### src/rtl/spike_isi_encoder.sv
// Spike edge detector with inter-spike-interval measurement, show-ahead ISI FIFO
// and a windowed spike-rate tally for readout.
module spike_isi_encoder #(
    parameter int unsigned ISI_W      = 12,
    parameter int unsigned FIFO_DEPTH = 4,
    parameter int unsigned RATE_W     = 8,
    parameter int unsigned WIN_CYCLES = 1000
) (
    input  logic              clock,
    input  logic              reset,
    input  logic              enable,
    input  logic              spike,
    output logic [ISI_W-1:0]  isi_data,
    output logic              isi_valid,
    input  logic              isi_ready,
    output logic              overflow,
    output logic [RATE_W-1:0] rate_count,
    output logic              rate_valid
);

    localparam int unsigned PtrW = (FIFO_DEPTH > 1) ? $clog2(FIFO_DEPTH) : 1;
    localparam int unsigned CntW = PtrW + 1;
    localparam int unsigned WinW = (WIN_CYCLES > 1) ? $clog2(WIN_CYCLES) : 1;
    localparam logic [WinW-1:0] WinLast  = WinW'(WIN_CYCLES - 1);
    localparam logic [CntW-1:0] FifoFull = CntW'(FIFO_DEPTH);

    logic                spike_q;
    logic                armed_q, armed_d;
    logic [ISI_W-1:0]    isi_cnt_q, isi_cnt_d;
    logic [PtrW-1:0]     wr_ptr_q, wr_ptr_d;
    logic [PtrW-1:0]     rd_ptr_q, rd_ptr_d;
    logic [CntW-1:0]     cnt_q, cnt_d;
    logic                overflow_q, overflow_d;
    logic [WinW-1:0]     win_cnt_q, win_cnt_d;
    logic [RATE_W-1:0]   tally_q, tally_d;
    logic [RATE_W-1:0]   rate_count_q, rate_count_d;
    logic                rate_valid_q, rate_valid_d;
    logic [ISI_W-1:0]    mem_q [FIFO_DEPTH];

    logic spike_edge;
    logic push;
    logic pop;
    logic full;
    logic wr_en;

    assign spike_edge = enable & spike & ~spike_q;
    assign push       = spike_edge & armed_q;
    assign isi_valid  = (cnt_q != '0);
    assign pop        = isi_valid & isi_ready;
    assign full       = (cnt_q == FifoFull);
    // A full FIFO still accepts a sample when the head leaves in the same cycle.
    assign wr_en      = push & (~full | pop);

    assign isi_data   = isi_valid ? mem_q[rd_ptr_q] : '0;
    assign overflow   = overflow_q;
    assign rate_count = rate_count_q;
    assign rate_valid = rate_valid_q;

    always_comb begin
        armed_d      = armed_q | spike_edge;
        isi_cnt_d    = isi_cnt_q;
        wr_ptr_d     = wr_ptr_q;
        rd_ptr_d     = rd_ptr_q;
        cnt_d        = cnt_q;
        overflow_d   = overflow_q | (push & full & ~pop);
        win_cnt_d    = win_cnt_q;
        tally_d      = tally_q;
        rate_count_d = rate_count_q;
        rate_valid_d = 1'b0;

        if (spike_edge) begin
            isi_cnt_d = ISI_W'(1);
        end else if (enable && !(&isi_cnt_q)) begin
            isi_cnt_d = isi_cnt_q + ISI_W'(1);
        end

        if (wr_en) wr_ptr_d = wr_ptr_q + PtrW'(1);
        if (pop)   rd_ptr_d = rd_ptr_q + PtrW'(1);
        case ({wr_en, pop})
            2'b10:   cnt_d = cnt_q + CntW'(1);
            2'b01:   cnt_d = cnt_q - CntW'(1);
            default: cnt_d = cnt_q;
        endcase

        if (enable) begin
            if (win_cnt_q == WinLast) begin
                // An edge in the closing cycle belongs to the closing window.
                win_cnt_d    = '0;
                tally_d      = '0;
                rate_count_d = (&tally_q) ? tally_q : tally_q + RATE_W'(spike_edge);
                rate_valid_d = 1'b1;
            end else begin
                win_cnt_d = win_cnt_q + WinW'(1);
                if (spike_edge && !(&tally_q)) tally_d = tally_q + RATE_W'(1);
            end
        end
    end

    always_ff @(posedge clock) begin
        if (reset) begin
            spike_q      <= 1'b1;
            armed_q      <= 1'b0;
            isi_cnt_q    <= '0;
            wr_ptr_q     <= '0;
            rd_ptr_q     <= '0;
            cnt_q        <= '0;
            overflow_q   <= 1'b0;
            win_cnt_q    <= '0;
            tally_q      <= '0;
            rate_count_q <= '0;
            rate_valid_q <= 1'b0;
        end else begin
            spike_q      <= spike;
            armed_q      <= armed_d;
            isi_cnt_q    <= isi_cnt_d;
            wr_ptr_q     <= wr_ptr_d;
            rd_ptr_q     <= rd_ptr_d;
            cnt_q        <= cnt_d;
            overflow_q   <= overflow_d;
            win_cnt_q    <= win_cnt_d;
            tally_q      <= tally_d;
            rate_count_q <= rate_count_d;
            rate_valid_q <= rate_valid_d;
        end
    end

    // Storage needs no reset: the head is masked while the FIFO is empty.
    always_ff @(posedge clock) begin
        if (!reset && wr_en) mem_q[wr_ptr_q] <= isi_cnt_q;
    end

endmodule

### config.mk
export PLATFORM = sky130hd
export DESIGN_NAME = spike_isi_encoder
export DESIGN_NICKNAME = d
export VERILOG_FILES = /design/src/rtl/spike_isi_encoder.sv
export SDC_FILE = /design/constraint.sdc
export NUM_CORES = 1
export LEC_CHECK = 0
export CORE_AREA = 8 8 121 123
export DETAILED_ROUTE_END_ITERATION = 16
export DIE_AREA = 0 0 129 131
export GPL_TIMING_DRIVEN = 0
export PLACE_DENSITY = 0.48
export SYNTH_ARGS = -nofsm -noshare
export SYNTH_HDL_FRONTEND = slang
export SYNTH_SLANG_ARGS = --single-unit
### constraint.sdc
create_clock -name clock -period 2.4 [get_ports clock]
set_input_delay 0.48 -clock clock [delete_from_list [all_inputs] [get_ports clock]]
set_output_delay 0.48 -clock clock [all_outputs]
set_load 0.02 [all_outputs]
Word level (Yosys, flattened, before mapping)
Memories as Yosys holds them, arrays and structs flattened. A register that Yosys moved wholly into a read port is not among the register bits.
Cells that the tools add are included.
{"block": "totals", "in_bits": 5, "wordCells": 68, "out_inout_bits": 23, "mem_count": 1, "mem_bits_rw": 48, "reg_bits": 49}
{"name": "mem_q", "depth": 4, "word_bits": 12, "rd": 1, "rd_ports_with_merged_regs": 1, "wr": 1, "line_no": "38", "rtl": "logic [ISI_W-1:0] mem_q [FIFO_DEPTH];"}
{"block": "classes", "bitwise_logic": 14, "n_eq_ne": 4, "add_sub_neg": 8, "n_mux": 13, "reduce_logical": 16}
{"op": "8-bit two-way mux", "count": 3}
{"op": "12-bit by 1-bit adder with 12-bit output, second input constant", "count": 1}
{"op": "12-bit two-way mux", "count": 1}
{"op": "12-bit AND reduction", "count": 1}
{"op": "10-bit by 1-bit adder with 10-bit output, second input constant", "count": 1}
{"op": "10-bit equality test, second input constant", "count": 1}
{"op": "10-bit two-way mux", "count": 1}
{"op": "8-bit by 1-bit adder with 8-bit output", "count": 1}
{"op": "8-bit by 1-bit adder with 8-bit output, second input constant", "count": 1}
{"op": "8-bit AND reduction", "count": 1}
{"op": "1-bit AND", "count": 7}
{"op": "3-bit one-hot mux with 2 select lines", "count": 1}
{"op": "2-bit nonzero test", "count": 3}
{"op": "1-bit two-way mux", "count": 5}
{"op": "2-bit by 1-bit adder with 2-bit output, second input constant", "count": 2}
{"op": "2-bit two-way mux", "count": 2}
{"op": "1-bit inverter", "count": 4}
{"op": "2-bit AND reduction", "count": 2}
{"op": "2-bit OR reduction", "count": 2}
{"op": "3-bit by 1-bit adder with 3-bit output, second input constant", "count": 1}
{"op": "3-bit equality test, second input constant", "count": 1}
{"op": "1-bit logical AND", "count": 3}
{"op": "1-bit zero test", "count": 3}
{"op": "1-bit bitwise OR", "count": 3}
{"op": "4 further kinds", "count": 4}

Depth between registers and ports, before layout
Gate-level depths: netlist of the first run.
{"block": "logic_depth", "ltp_word": 7, "depth_mapped": 8}

Worst setup path after synthesis of the first run
OpenSTA, ideal clock, no wires.
{"block": "synth_timing", "path_kind": "input port to flip-flop", "from": "input enable", "to": "register cnt_q[2]", "n_path_buf": 1, "arrival_time_ns": 2.111, "cell_stages": 8, "setup_ns": 0.132, "setup_slack_ns": 0.157, "t_required_ns": 2.268, "path_cell_list": "buf_6 nand4b_1 and3_1 inv_1 fa_1 or3_1 a31oi_1 a21oi_1"}
{"block": "synth_between", "elab_chain_cells": 6}
{"element": "from (decl)", "line_no": "11", "rtl": "input logic enable,"}
{"element": "1-bit AND (*) (2 in a row)", "line_no": "46", "rtl": "assign spike_edge = enable & spike & ~spike_q;"}
{"element": "1-bit AND (*)", "line_no": "47", "rtl": "assign push = spike_edge & armed_q;"}
{"element": "1-bit AND (*)", "line_no": "52", "rtl": "assign wr_en = push & (~full | pop);"}
{"element": "2-bit by 1-bit equality test with 1-bit output or 2-bit equality test (tied branches)", "line_no": "79", "rtl": "case ({wr_en, pop})"}
{"element": "3-bit one-hot mux with 2 select lines or 2-bit nonzero test (tied branches)"}
{"element": "to (signal assigned)", "line_no": "118", "rtl": "cnt_q <= cnt_d;"}
{"element": "to (decl)", "line_no": "32", "rtl": "logic [CntW-1:0] cnt_q, cnt_d;"}
Every way passes the cells marked *; elsewhere a longest branch is shown, timed or not.
A chain may end at the register's enable or synchronous reset.

==> results.sh, run 1 <==
export IMPL_ir_drop_uv=317
export IMPL_synth_edf_count=48
export IMPL_drtIter0Drc=124
export IMPL_path_class="flip-flop to output port"
export IMPL_netSwitchingFraction_pct=30.4
export IMPL_multi_input_area_um2=1790
export IMPL_antenna_found_initial=0
export IMPL_grt_pass1_wl_mm=14.5
export IMPL_synth_cells=369
export IMPL_maxSlewViolCount=0
export IMPL_via_per_inst=5.01
export IMPL_power_leakage_nw=1.66
export IMPL_dp_hpwl_mm=6.04
export IMPL_end_kind="output port"
export IMPL_synth_avg_cell_area_um2=11.8
export IMPL_reg2reg_slack_ns=0.25
export IMPL_hold_path_class="flip-flop to flip-flop"
export IMPL_yosysSeqAreaShare_pct=56.5
export IMPL_ys_flop_type="dfxtp_1"
export IMPL_io_pins=28
export IMPL_yosys_area_top_type="edfxtp_1"
export IMPL_firstDrtPassIters=4
export IMPL_die_w_um=129
export IMPL_io_buffers=25
export IMPL_layout_drive_gt1_share_pct=12.6
export IMPL_grt_pass1_vias=2820
export IMPL_gp_congestion=0.736
export IMPL_clock_skew_ns=0.0111
export IMPL_synth_top_area_share_pct=33.1
export IMPL_max_cap_violations=0
export IMPL_holdWs_ns=0.461
export IMPL_wirelength_mm=8.75
export IMPL_cp_start_kind="flip-flop"
export IMPL_num_vias=2956
export IMPL_rsz0062_at_grt="no"
export IMPL_ys_seq_elements=99
export IMPL_synth_area_leaders="edfxtp_1 33%, dfxtp_1 23%, mux4_2 6.2%, ha_1 2.9%, nand2_1 2.8%"
export IMPL_clk_root_buffer_cell="clkbuf_16"
export IMPL_synth_cell_types=50
export IMPL_die_area_um2=16900
export IMPL_tns_ns=0
export IMPL_crit_arrival_ns=1.84
export IMPL_nets=425
export IMPL_slew_limit_headroom_pct=54.2
export IMPL_numCtsBuffers=9
export IMPL_synthesis_nets=385
export IMPL_stdcell_count=590
export IMPL_clkPwrFrac_pct=31.6
export IMPL_async_reset_ff_share_pct=0
export IMPL_h_tree_depth=3
export IMPL_post_route_min_period_ns=2.32
export IMPL_grt_max_degree=19
export IMPL_core_um2=12900
export IMPL_synthToLayoutAreaGrowth_pct=18.6
export IMPL_overflow=0
export IMPL_clock_sinks=99
export IMPL_avgRoutedWirePerCell_um=14.8
export IMPL_clock_latency_ns=0.35
export IMPL_worst_slew_pin_slew_ns=0.687
export IMPL_p_comb_share_pct=25.5
export IMPL_critPathMaxFanout=10
export IMPL_cts_tree="done"
export IMPL_synth_area_um2=4360
export IMPL_dpl_instance_area_um2=4830
export IMPL_status="finished clean"
export IMPL_power_switching_mw=1.34
export IMPL_crit_required_ns=1.92
export IMPL_yosysMostFrequentCell="dfxtp_1"
export IMPL_synth_cells_most_frequent="51 x dfxtp_1, 48 x edfxtp_1, 32 x nand2_1, 22 x nor2_1"
export IMPL_max_freq_mhz=431
export IMPL_dp_cells=570
export IMPL_fill_cells=1265
export IMPL_start_util_pct=33.8
export IMPL_diodes=0
export IMPL_layout_worst_path_cycle_share_pct=96.6
export IMPL_power_frac_seq_pct=42.9
export IMPL_postRouteAntennaNets=0
export IMPL_route_detailed_drc=0
export IMPL_std_cell_rows=42
export IMPL_clockBufferDepth=2
export IMPL_final_area_um2=5160
export IMPL_setup_viol=0
export IMPL_chipHeight_um=131
export IMPL_clk_pin_slew_ns=0.08
export IMPL_hold_viol_final=0
export IMPL_synth_warnings=0
export IMPL_grt_util_all_layers_pct=11.0
export IMPL_p_per_area_nw_per_um2=850
export IMPL_power_internal_mw=3.05
export IMPL_seq_area_um2=2470
[layout by cell type (no fill, tap or decap), drive strengths merged, types with 2 or more instances in the layout]
cell type / instances
nand3: 12
a2111o: 4
and2: 19
nand2: 32
and4: 4
nand2b: 3
nor3: 7
xor2: 8
inv: 12
mux4: 12
clkbuf: 20
nor4: 4
or3: 7
clkinvlp: 2
nand4: 10
a21oi: 16
xnor2: 7
ha: 10
and3: 3
edfxtp: 48
clkinv: 2
dfxtp: 51
buf: 11
or4: 3
o21ai: 19
clkdlybuf4s50: 11
o211ai: 3
or2: 3
o31ai: 3
nor2: 22
a31oi: 3
o2111ai: 5
nand4bb: 2
dlygate4sd2: 9
mux2i: 8
[kinds of logic (layout without fill, tap and decap cells)]
kind of cell    count (synthesis)  count (layout)  share of synthesized area [%]
xor+xnor                       15              15                           3.02
flops                          99              99                           56.5
mux                            20              20                           8.04
simple gates                  138             138                           17.1
buf+inv                        24              69                           2.67
compound gates                 62              62                           9.31
fa+ha+maj                      11              11                           3.33
[worst max-delay path: stages, from the launching register on]
cell           delay [ns]
dfxtp_4              0.38
buf_12               0.15
mux4_2               0.49
and2_1               0.16
dlygate4sd2_1        0.31
[state kept, by name, indices dropped and copies added, names as in the netlist, named ones only]
name / count
armed_q: 1
win_cnt_q: 10
spike_q: 1
mem_q: 48
tally_q: 8
rate_valid: 1
isi_cnt_q: 12
cnt_q: 3
rd_ptr_q: 2
overflow: 1
wr_ptr_q: 2
rate_count: 8
[area by class of cell]
cell class                      count  share of cell area, %
Buffer                             14                   1.96
Clock inverter                      7                   1.14
Tap cell                          176                   4.26
Sequential cell                    99                   47.8
Timing Repair Buffer               30                   5.11
Inverter                            9                  0.654
Clock buffer                        9                   4.36
Multi-Input combinational cell    246                   34.7
[through the flow]
step	setup slack, ns	util (%)	power, mW
final	0.0824	40.1	4.39
after floorplan	0.157	-	2.58
after global placement	-0.390	37.5	3.07
after detailed placement	-0.445	37.5	3.09
after global routing	0.00418	40.1	4.64
after CTS	0.00919	39.8	4.41
[final timing paths]
check                                   from                         end  cells after the start
setup / recovery                   flip-flop                 isi_data[4]                      4
setup reg to reg       cnt_q[0]$_SDFFE_PP0P_       cnt_q[2]$_SDFFE_PP0P_                      7
hold reg to reg   rate_count[5]$_SDFFE_PP0P_  rate_count[5]$_SDFFE_PP0P_                      2
hold / removal    rate_count[5]$_SDFFE_PP0P_  rate_count[5]$_SDFFE_PP0P_                      2
[power groups by stage]
stage	Combinational, mW	Sequential, mW	Clock, mW
final	1.12	1.88	1.39
after global routing	1.24	1.90	1.51
after CTS	1.10	1.88	1.43
after detailed placement	1.18	1.91	0
after global placement	1.16	1.91	0
after floorplan	0.693	1.89	0
[layer usage]
layer / wire length, um / track usage (%)
met1: 4270 / 14.1
met4: 149 / 4.77
met2: 4030 / 17.4
met3: 291 / 2.64
met5: 0 / 0
[what timing repair did]
item | in CTS | in global routing
setup buffers | 1 | 4
pin swaps | 1 | 2
setup endpoints to repair | 62 | 55
hold buffers | 0 | 0
resized for setup | 24 | 11
Power figures use the tool's default switching activity.
==> run 2: changes to the inputs <==
--- a/config.mk
+++ b/config.mk
@@ -5,9 +5,9 @@
 export SDC_FILE = /design/constraint.sdc
 export NUM_CORES = 1
 export LEC_CHECK = 0
-export CORE_AREA = 8 8 121 123
+export CORE_AREA = 8 8 94 159
 export DETAILED_ROUTE_END_ITERATION = 16
-export DIE_AREA = 0 0 129 131
+export DIE_AREA = 0 0 102 167
 export GPL_TIMING_DRIVEN = 0
 export PLACE_DENSITY = 0.48
 export SYNTH_ARGS = -nofsm -noshare
==> results.sh, run 2 (synthesis results as in run 1) <==
export IMPL_power_switching_mw=1.30
export IMPL_io_buffers=25
export IMPL_clock_latency_ns=0.34
export IMPL_path_cells="buf_12 -> mux4_2 -> and2_1 -> dlygate4sd2_1"
export IMPL_die_area_um2=17000
export IMPL_post_route_min_period_ns=2.32
export IMPL_clock_sinks=99
export IMPL_slew_limit_headroom_pct=48.4
export IMPL_crit_family="multiplexers"
export IMPL_hold_path_class="flip-flop to flip-flop"
export IMPL_p_comb_share_pct=24.7
export IMPL_rsz0062_at_grt="no"
export IMPL_max_stage_delay_ns=0.49
export IMPL_gp_congestion=0.793
export IMPL_firstDrtPassIters=4
export IMPL_p_per_area_nw_per_um2=841
export IMPL_numCtsBuffers=9
export IMPL_overflow=0
export IMPL_die_w_um=102
export IMPL_via_per_inst=5.06
export IMPL_cp_slowest_cell="mux4_2"
export IMPL_largest_register="mem_q"
export IMPL_clkPwrFrac_pct=31.7
export IMPL_antenna_found_initial=0
export IMPL_diodes=0
export IMPL_core_um2=12800
export IMPL_layout_drive_gt1_share_pct=11.5
export IMPL_clk_pin_slew_ns=0.07
export IMPL_fill_cells=1314
export IMPL_netSwitchingFraction_pct=30.0
export IMPL_clockBufferDepth=2
export IMPL_crit_required_ns=1.92
export IMPL_power_internal_mw=3.03
export IMPL_max_freq_mhz=432
export IMPL_end_kind="output port"
export IMPL_largest_reg_flops=48
export IMPL_power_frac_seq_pct=43.6
export IMPL_grt_util_all_layers_pct=11.3
export IMPL_dp_hpwl_mm=6.62
export IMPL_max_cap_violations=0
export IMPL_cts_tree="done"
export IMPL_critPathBufInv=2
export IMPL_wirelength_mm=9.08
export IMPL_crit_arrival_ns=1.84
export IMPL_cts_hold_buf=0
export IMPL_final_common_cell="dfxtp_1"
export IMPL_finish_utilization_pct=40.2
export IMPL_synthToLayoutAreaGrowth_pct=18.1
export IMPL_maxSlewViolCount=0
export IMPL_worst_slew_pin_slew_ns=0.768
export IMPL_multi_input_area_um2=1800
export IMPL_path_class="flip-flop to output port"
export IMPL_route_detailed_drc=0
export IMPL_setup_viol=0
export IMPL_drtIter0Drc=145
export IMPL_cp_start_kind="flip-flop"
export IMPL_grt_pass1_wl_mm=15.0
export IMPL_tns_ns=0
export IMPL_io_pins=28
export IMPL_clock_skew_ns=0.00897
export IMPL_h_tree_depth=3
export IMPL_top_regs="mem_q (48), isi_cnt_q (12), win_cnt_q (10)"
export IMPL_nets=421
export IMPL_avgRoutedWirePerCell_um=15.6
export IMPL_critPathMaxFanout=10
export IMPL_power_leakage_nw=1.64
export IMPL_hold_viol_final=0
export IMPL_finalPower_mw=4.33
export IMPL_clk_root_buffer_cell="clkbuf_16"
export IMPL_chipHeight_um=167
export IMPL_num_vias=2942
export IMPL_postRouteAntennaNets=0
export IMPL_status="finished clean"
export IMPL_std_cell_rows=55
export IMPL_mostFrequentLayoutCells="49 x dfxtp_1, 48 x edfxtp_1, 32 x nand2_1"
export IMPL_ir_drop_uv=353
export IMPL_seq_area_um2=2470
export IMPL_layout_worst_path_cycle_share_pct=96.5
export IMPL_start_util_pct=34.0
export IMPL_holdWs_ns=0.458
export IMPL_grt_pass1_vias=3040
export IMPL_grt_max_degree=19
## run 2: changes by cell type in the layout (fill, tap and decap cells not counted), moves of 2 or more
| cell | delta |
|---|---|
| clkbuf_2 | -2 |
| buf_4 | -4 |
| inv_8 | +2 |
| clkdlybuf4s15_1 | +2 |
## run 2: area by class of cell
class,count,share of cell area (%)
inverters,9,0.657
well taps,171,4.16
repair buffers,26,4.74
plain buffers,14,1.97
clock buffers,9,4.38
multi-input cells,246,34.9
clock inverters,7,1.17
flip-flops and latches,99,48.0
## run 2: worst paths after layout
kind | start | endpoint | slack, ns | cells after the start
max | flip-flop | isi_data[5] | 0.08 | 4
min reg2reg | rate_count[5]$_SDFFE_PP0P_ | rate_count[5]$_SDFFE_PP0P_ | 0.46 | 2
min | rate_count[5]$_SDFFE_PP0P_ | rate_count[5]$_SDFFE_PP0P_ | 0.46 | 2
max reg2reg | win_cnt_q[0]$_SDFFE_PP0P_ | win_cnt_q[2]$_SDFFE_PP0P_ | 0.28 | 5
## run 2: worst min-delay path, cell delays in order, from the launching register on
cell and delay (ns):
dfxtp_1 0.33, nand2_1 0.04, o21ai_0 0.05
## run 2: power groups by stage
stage          registers (mW)  clock network (mW)  logic [mW]
3_5_place_dp             1.91                   0        1.18
6_report                 1.89                1.37        1.07
3_3_place_gp             1.91                   0        1.17
2_1_floorplan            1.89                   0       0.693
5_1_grt                  1.90                1.47        1.19
4_1_cts                  1.88                1.43        1.09
## run 2: per-stage QoR
stage          instances  setup WS [ns]  area, um2
2_1_floorplan        369          0.157       4360
3_3_place_gp         565         -0.401       4820
3_5_place_dp         565         -0.432       4820
5_1_grt              581        0.00268       5140
6_report             581         0.0842       5140
4_1_cts              581        0.00802       5120
## run 2: timing repair
item,CTS,global route
gates resized for setup,24,12
setup endpoints to repair,62,54
endpoints found under the hold margin,0,0
setup buffers,1,0
pin swaps,1,1
## run 2: per-layer routing
metal / track usage [%] / routed length [um]
met5: 0 / 0
met1: 11.2 / 3440
met2: 21.2 / 5180
met4: 5.33 / 197
met3: 2.55 / 251
==> edit 1: new RTL, config.mk and constraints of run 2 <==
`WIN_CYCLES`: 1000 -> 2000.
--- a/src/rtl/spike_isi_encoder.sv
+++ b/src/rtl/spike_isi_encoder.sv
@@ -4,7 +4,7 @@
     parameter int unsigned ISI_W      = 12,
     parameter int unsigned FIFO_DEPTH = 4,
     parameter int unsigned RATE_W     = 8,
-    parameter int unsigned WIN_CYCLES = 1000
+    parameter int unsigned WIN_CYCLES = 2000
 ) (
     input  logic              clock,
     input  logic              reset,
Formal check against the unedited RTL: same outputs for any inputs over 10 cycles, from zero or initial values and one cycle with reset high; that may be too few to reach the edited logic, so the function may still have changed.
==> edit 1 against run 2 <==
  * Wire length rose by 3.7%
  * Worst hold slack got worse by 2.1 ps
  * Critical path type unchanged
  * Clock skew fell by 4.2 ps
  * Cell area rose by 2.7%
  * Area after synthesis rose by 2.0%
  * Worst setup slack got worse by 30 ps
  * Sequential cell count rose by 1
Power is not compared: it rests on default switching activity, and its combinational part moved more than twofold at a synthesized area within 25%.
==> edit 1: results (changes against run 2) <==
* Post-Place Cells at 579 (+2.5%)
* Mapped Avg Cell Area at 11.6 um2 (-1.4%)
* Biggest regs: mem_q: 48 flops, isi_cnt_q: 12 flops, win_cnt_q: 11 flops
* Via density per instance at 5.07 (about the same)
* Fin Clk Skew at 4.82 ps (-4.16 ps)
* I/O Buffers at 26 (+4.0%)
* Via Count at 3030 (+3.0%)
* Synth area leaders: edfxtp_1 32%, dfxtp_1 23%, mux4_2 6.1%
* Share of cells above drive strength 1 at 14.8% (+3.3 points)
* Setup repair bufs after CTS at 0 (-1)
* DR iter-0 viols at 120 (-17%)
* Total GRT Usage at 11.6% (+0.23 points)
* Number of non-clock inverters at 10 (+1)
* Worst hold path startpoint: rate_count[4]
* Global-route wire length before repair at 15300 um (+1.8%)
* Reg2reg path depth at 7 (+2)
* Grt met1 use at 11.7% (+0.51 points)
* Worst Hold End: rate_count[4]
* Crit path max fanout at 5 (-5)
* Top Family by Delay on Critical Path: buffers and inverters
* CP endpoint: isi_data[1]
* Nets at 438 (+4.0%)
* Met3 GRT Util at 2.84% (+0.29 points)
* Met2 usage at 21.3% (+0.17 points)
* Maximum operating frequency at 426 MHz (-1.3%)
* Mux cell area share after synthesis at 8.56% (+0.51 points)
* R2r startpoint: cnt_q[1]
* Comb_multi_in at 252 (+2.4%)
* XOR/XNOR Fraction of Synth Area at 2.96% (-0.060 points)
* Fraction of area in multi-input gates at 35.1% (+0.12 points)
* Hpwl dp at 6810 um (+2.9%)
* PostCTS Resize Cnt at 28 (+17%)
* Register Area at 2490 um2 (+0.81%)
* Status: completed
* Area fraction of clock buffers and clock inverters at 5.38% (-0.17 points)
* CP arrival at 1870 ps (+30 ps)
* Worst R2R Setup Slack at 310 ps (+30 ps)
* Total Routed Length at 9420 um (+3.7%)
* Non-clock buffers, area share at 7.72% (+1.0 points)
* Fillers at 1291 (-1.8%)
* Worst reg2reg endpoint: cnt_q[2]
* Non-clock buffer count at 49 (+23%)
* Pre-CTS setup slack at -562 ps (-129 ps)
* Num sequential at 100 (+1.0%)
* Drt pass-1 iters at 5 (+1)
* Gpl congestion at 0.838 (+5.6%)
* Largest net degree at the start of global routing at 19 (unchanged)
==> edit 1: cell count changes after synthesis, moves of 4 or more <==
cell,before,now
nand2_1,32,24
buf_2,3,10
a211oi_1,0,8
o21ai_0,19,10
nor3_1,7,11
nor2_1,22,37
==> edit 1: per-layer routing <==
| metal | vias to the layer above | share of wire, % |
|---|---|---|
| li1 | 1501 | - |
| met1 | 1478 | 38 |
| met2 | 39 | 57 |
| met3 | 12 | 3.3 |
| met4 | 0 | 1.7 |
| met5 | - | 0 |
==> edit 1: through the flow <==
stage | cell area [um2] | utilization [%] | setup TNS, ps | hold WS (ps) | power, W
after floorplan | 4440 | - | 0 | 470 | 0.00190
after global placement | 4920 | 38.4 | -27580 | 444 | 0.00194
after detailed placement | 4920 | 38.4 | -27540 | 450 | 0.00195
after CTS | 5230 | 40.9 | 0 | 460 | 0.00333
after global routing | 5280 | 41.3 | -4.91 | 482 | 0.00341
final | 5280 | 41.3 | 0 | 456 | 0.00329
==> edit 2: new RTL, config.mk and constraints of run 2 <==
Without the edit above. Reset style: asynchronous (`reset`), changed in one clocked block.
--- a/src/rtl/spike_isi_encoder.sv
+++ b/src/rtl/spike_isi_encoder.sv
@@ -96,7 +96,7 @@
         end
     end
 
-    always_ff @(posedge clock) begin
+    always_ff @(posedge clock or posedge reset) begin
         if (reset) begin
             spike_q      <= 1'b1;
             armed_q      <= 1'b0;
Check against the original RTL: differs if reset is asserted again (counterexample within 10 cycles, from zero or initial values and one cycle with reset high); with reset held inactive, the same outputs for 10 cycles.
==> edit 2 against run 2 <==
  * Power up 18%
  * Wire length up 4.0%
  * Worst hold slack improved by 33 ps
  * Worst setup slack gained 17 ps
  * Core utilization rose by 1.3 points
  * Sequential cell count fell by 2
  * Area after synthesis up 2.2%
  * Fmax grew 0.74%
  * Sequential power increased by 14%
  * Cell area grew 3.3%
  * Global-route usage is 0.40 points higher
  * Non-clock buffer count rose by 8
  * Largest cell class unchanged
==> edit 2: results (changes against run 2) <==
* PostCTS Resize Cnt at 50 (+110%)
* Register Area at 2670 um2 (+8.2%)
* Leakage power at 2.08 nW (+27%)
* Setup repair bufs after CTS at 2 (+1)
* I/O Buffers at 27 (+8.0%)
* XOR/XNOR Fraction of Synth Area at 2.56% (-0.46 points)
* Gpl congestion at 0.806 (+1.6%)
* Global-route wire length before repair at 15500 um (+3.2%)
* Share of cells above drive strength 1 at 15.1% (+3.7 points)
* Post-synth ARST share at 50.5% (+51 points)
* Met2 usage at 22.0% (+0.88 points)
* Synth area leaders: edfxtp_1 32%, dfrtp_1 27%, mux4_2 6.1%
* Worst Hold End: rate_count[7]
* Hold Slack at 491 ps (+32.8 ps)
* Met3 wire len at 286 um (+14%)
* Post-synthesis adder-cell area fraction at 3.26% (-0.071 points)
* Mapped Cells at 355 (-3.8%)
* Crit path max fanout at 6 (-4)
* Via Count at 2887 (-1.9%)
* Worst R2R Setup Slack at 260 ps (-20 ps)
* Post-Place Cells at 554 (-1.9%)
* Final worst slack at 101 ps (+17.0 ps)
* Hpwl dp at 6750 um (+2.0%)
* Grt met1 use at 11.8% (+0.65 points)
* Nets at 414 (-1.7%)
* Synth Area in Compound Gates at 8.12% (-1.2 points)
* Met3 GRT Util at 2.63% (+0.084 points)
* Biggest regs: mem_q: 48 flops, isi_cnt_q: 12 flops, win_cnt_q: 10 flops
* Fin Clk Skew at 6.47 ps (-2.51 ps)
* Largest net degree at the start of global routing at 34 (+15)
* Cell Area, Placed at 4950 um2 (+2.8%)
* Worst slew margin at 57.9% (+9.5 points)
* Total GRT Usage at 11.7% (+0.40 points)
* CP endpoint: isi_data[1]
* Post-synth EDFFs at 48 (unchanged)
* Wl on met1 at 3730 um (+8.4%)
* DR iter-0 viols at 122 (-16%)
* Pre-CTS setup slack at -665 ps (-233 ps)
* Reg2reg path depth at 7 (+2)
* CTS buffer count at 9 (unchanged)
* Post-Syn Nets at 371 (-3.6%)
* Fillers at 1258 (-4.3%)
* Post-synth top cells: 48 x dfrtp_1, 48 x edfxtp_1, 29 x nand2_1
* Worst hold path startpoint: rate_count[7]
* Synth Flop Type: edfxtp_1
* Top Family by Delay on Critical Path: multiplexers
* Worst reg2reg endpoint: cnt_q[1]
* Avg WL per Cell at 16.4 um (+5.3%)
* Vias in the first global route at 3074 (+1.1%)
* Total Routed Length at 9440 um (+4.0%)
* CP arrival at 1820 ps (-20 ps)
* Maximum VDD drop at 0.358 mV (+1.5%)
* DR WL met2 at 5280 um (+1.8%)
* R2r startpoint: cnt_q[0]
* Mux cell area share after synthesis at 8.10% (+0.053 points)
* Status: completed
* Seq/Total Area, Yosys at 60.0% (+3.4 points)
==> edit 2: cell count changes in the layout (fill, tap and decap cells not counted), sizes merged, moves of 5 or more <==
| cell | change |
|---|---|
| dfrtp | +48 |
| buf | +13 |
| a21oi | -9 |
| dfxtp | -51 |
| and3 | +6 |
| or3 | -5 |
| o21ai | +6 |
==> edit 2: where the power goes <==
| part | switching, W | leakage (nW) | total [W] | internal (W) |
|---|---|---|---|---|
| sequential | 0.000213 | 1.10 | 0.00216 | 0.00194 |
| clock | 0.000617 | 0.144 | 0.00142 | 0.000808 |
| combinational | 0.000800 | 0.840 | 0.00153 | 0.000727 |
==> edit 2: area by class of cell <==
class | count | area share (%)
buffer | 14 | 1.81
clock buffer | 9 | 4.24
clock inverter | 7 | 1.30
inverter | 12 | 0.919
multi-input combinational | 230 | 31.7
sequential | 97 | 50.3
tap | 171 | 4.03
timing repair buffer | 34 | 5.77
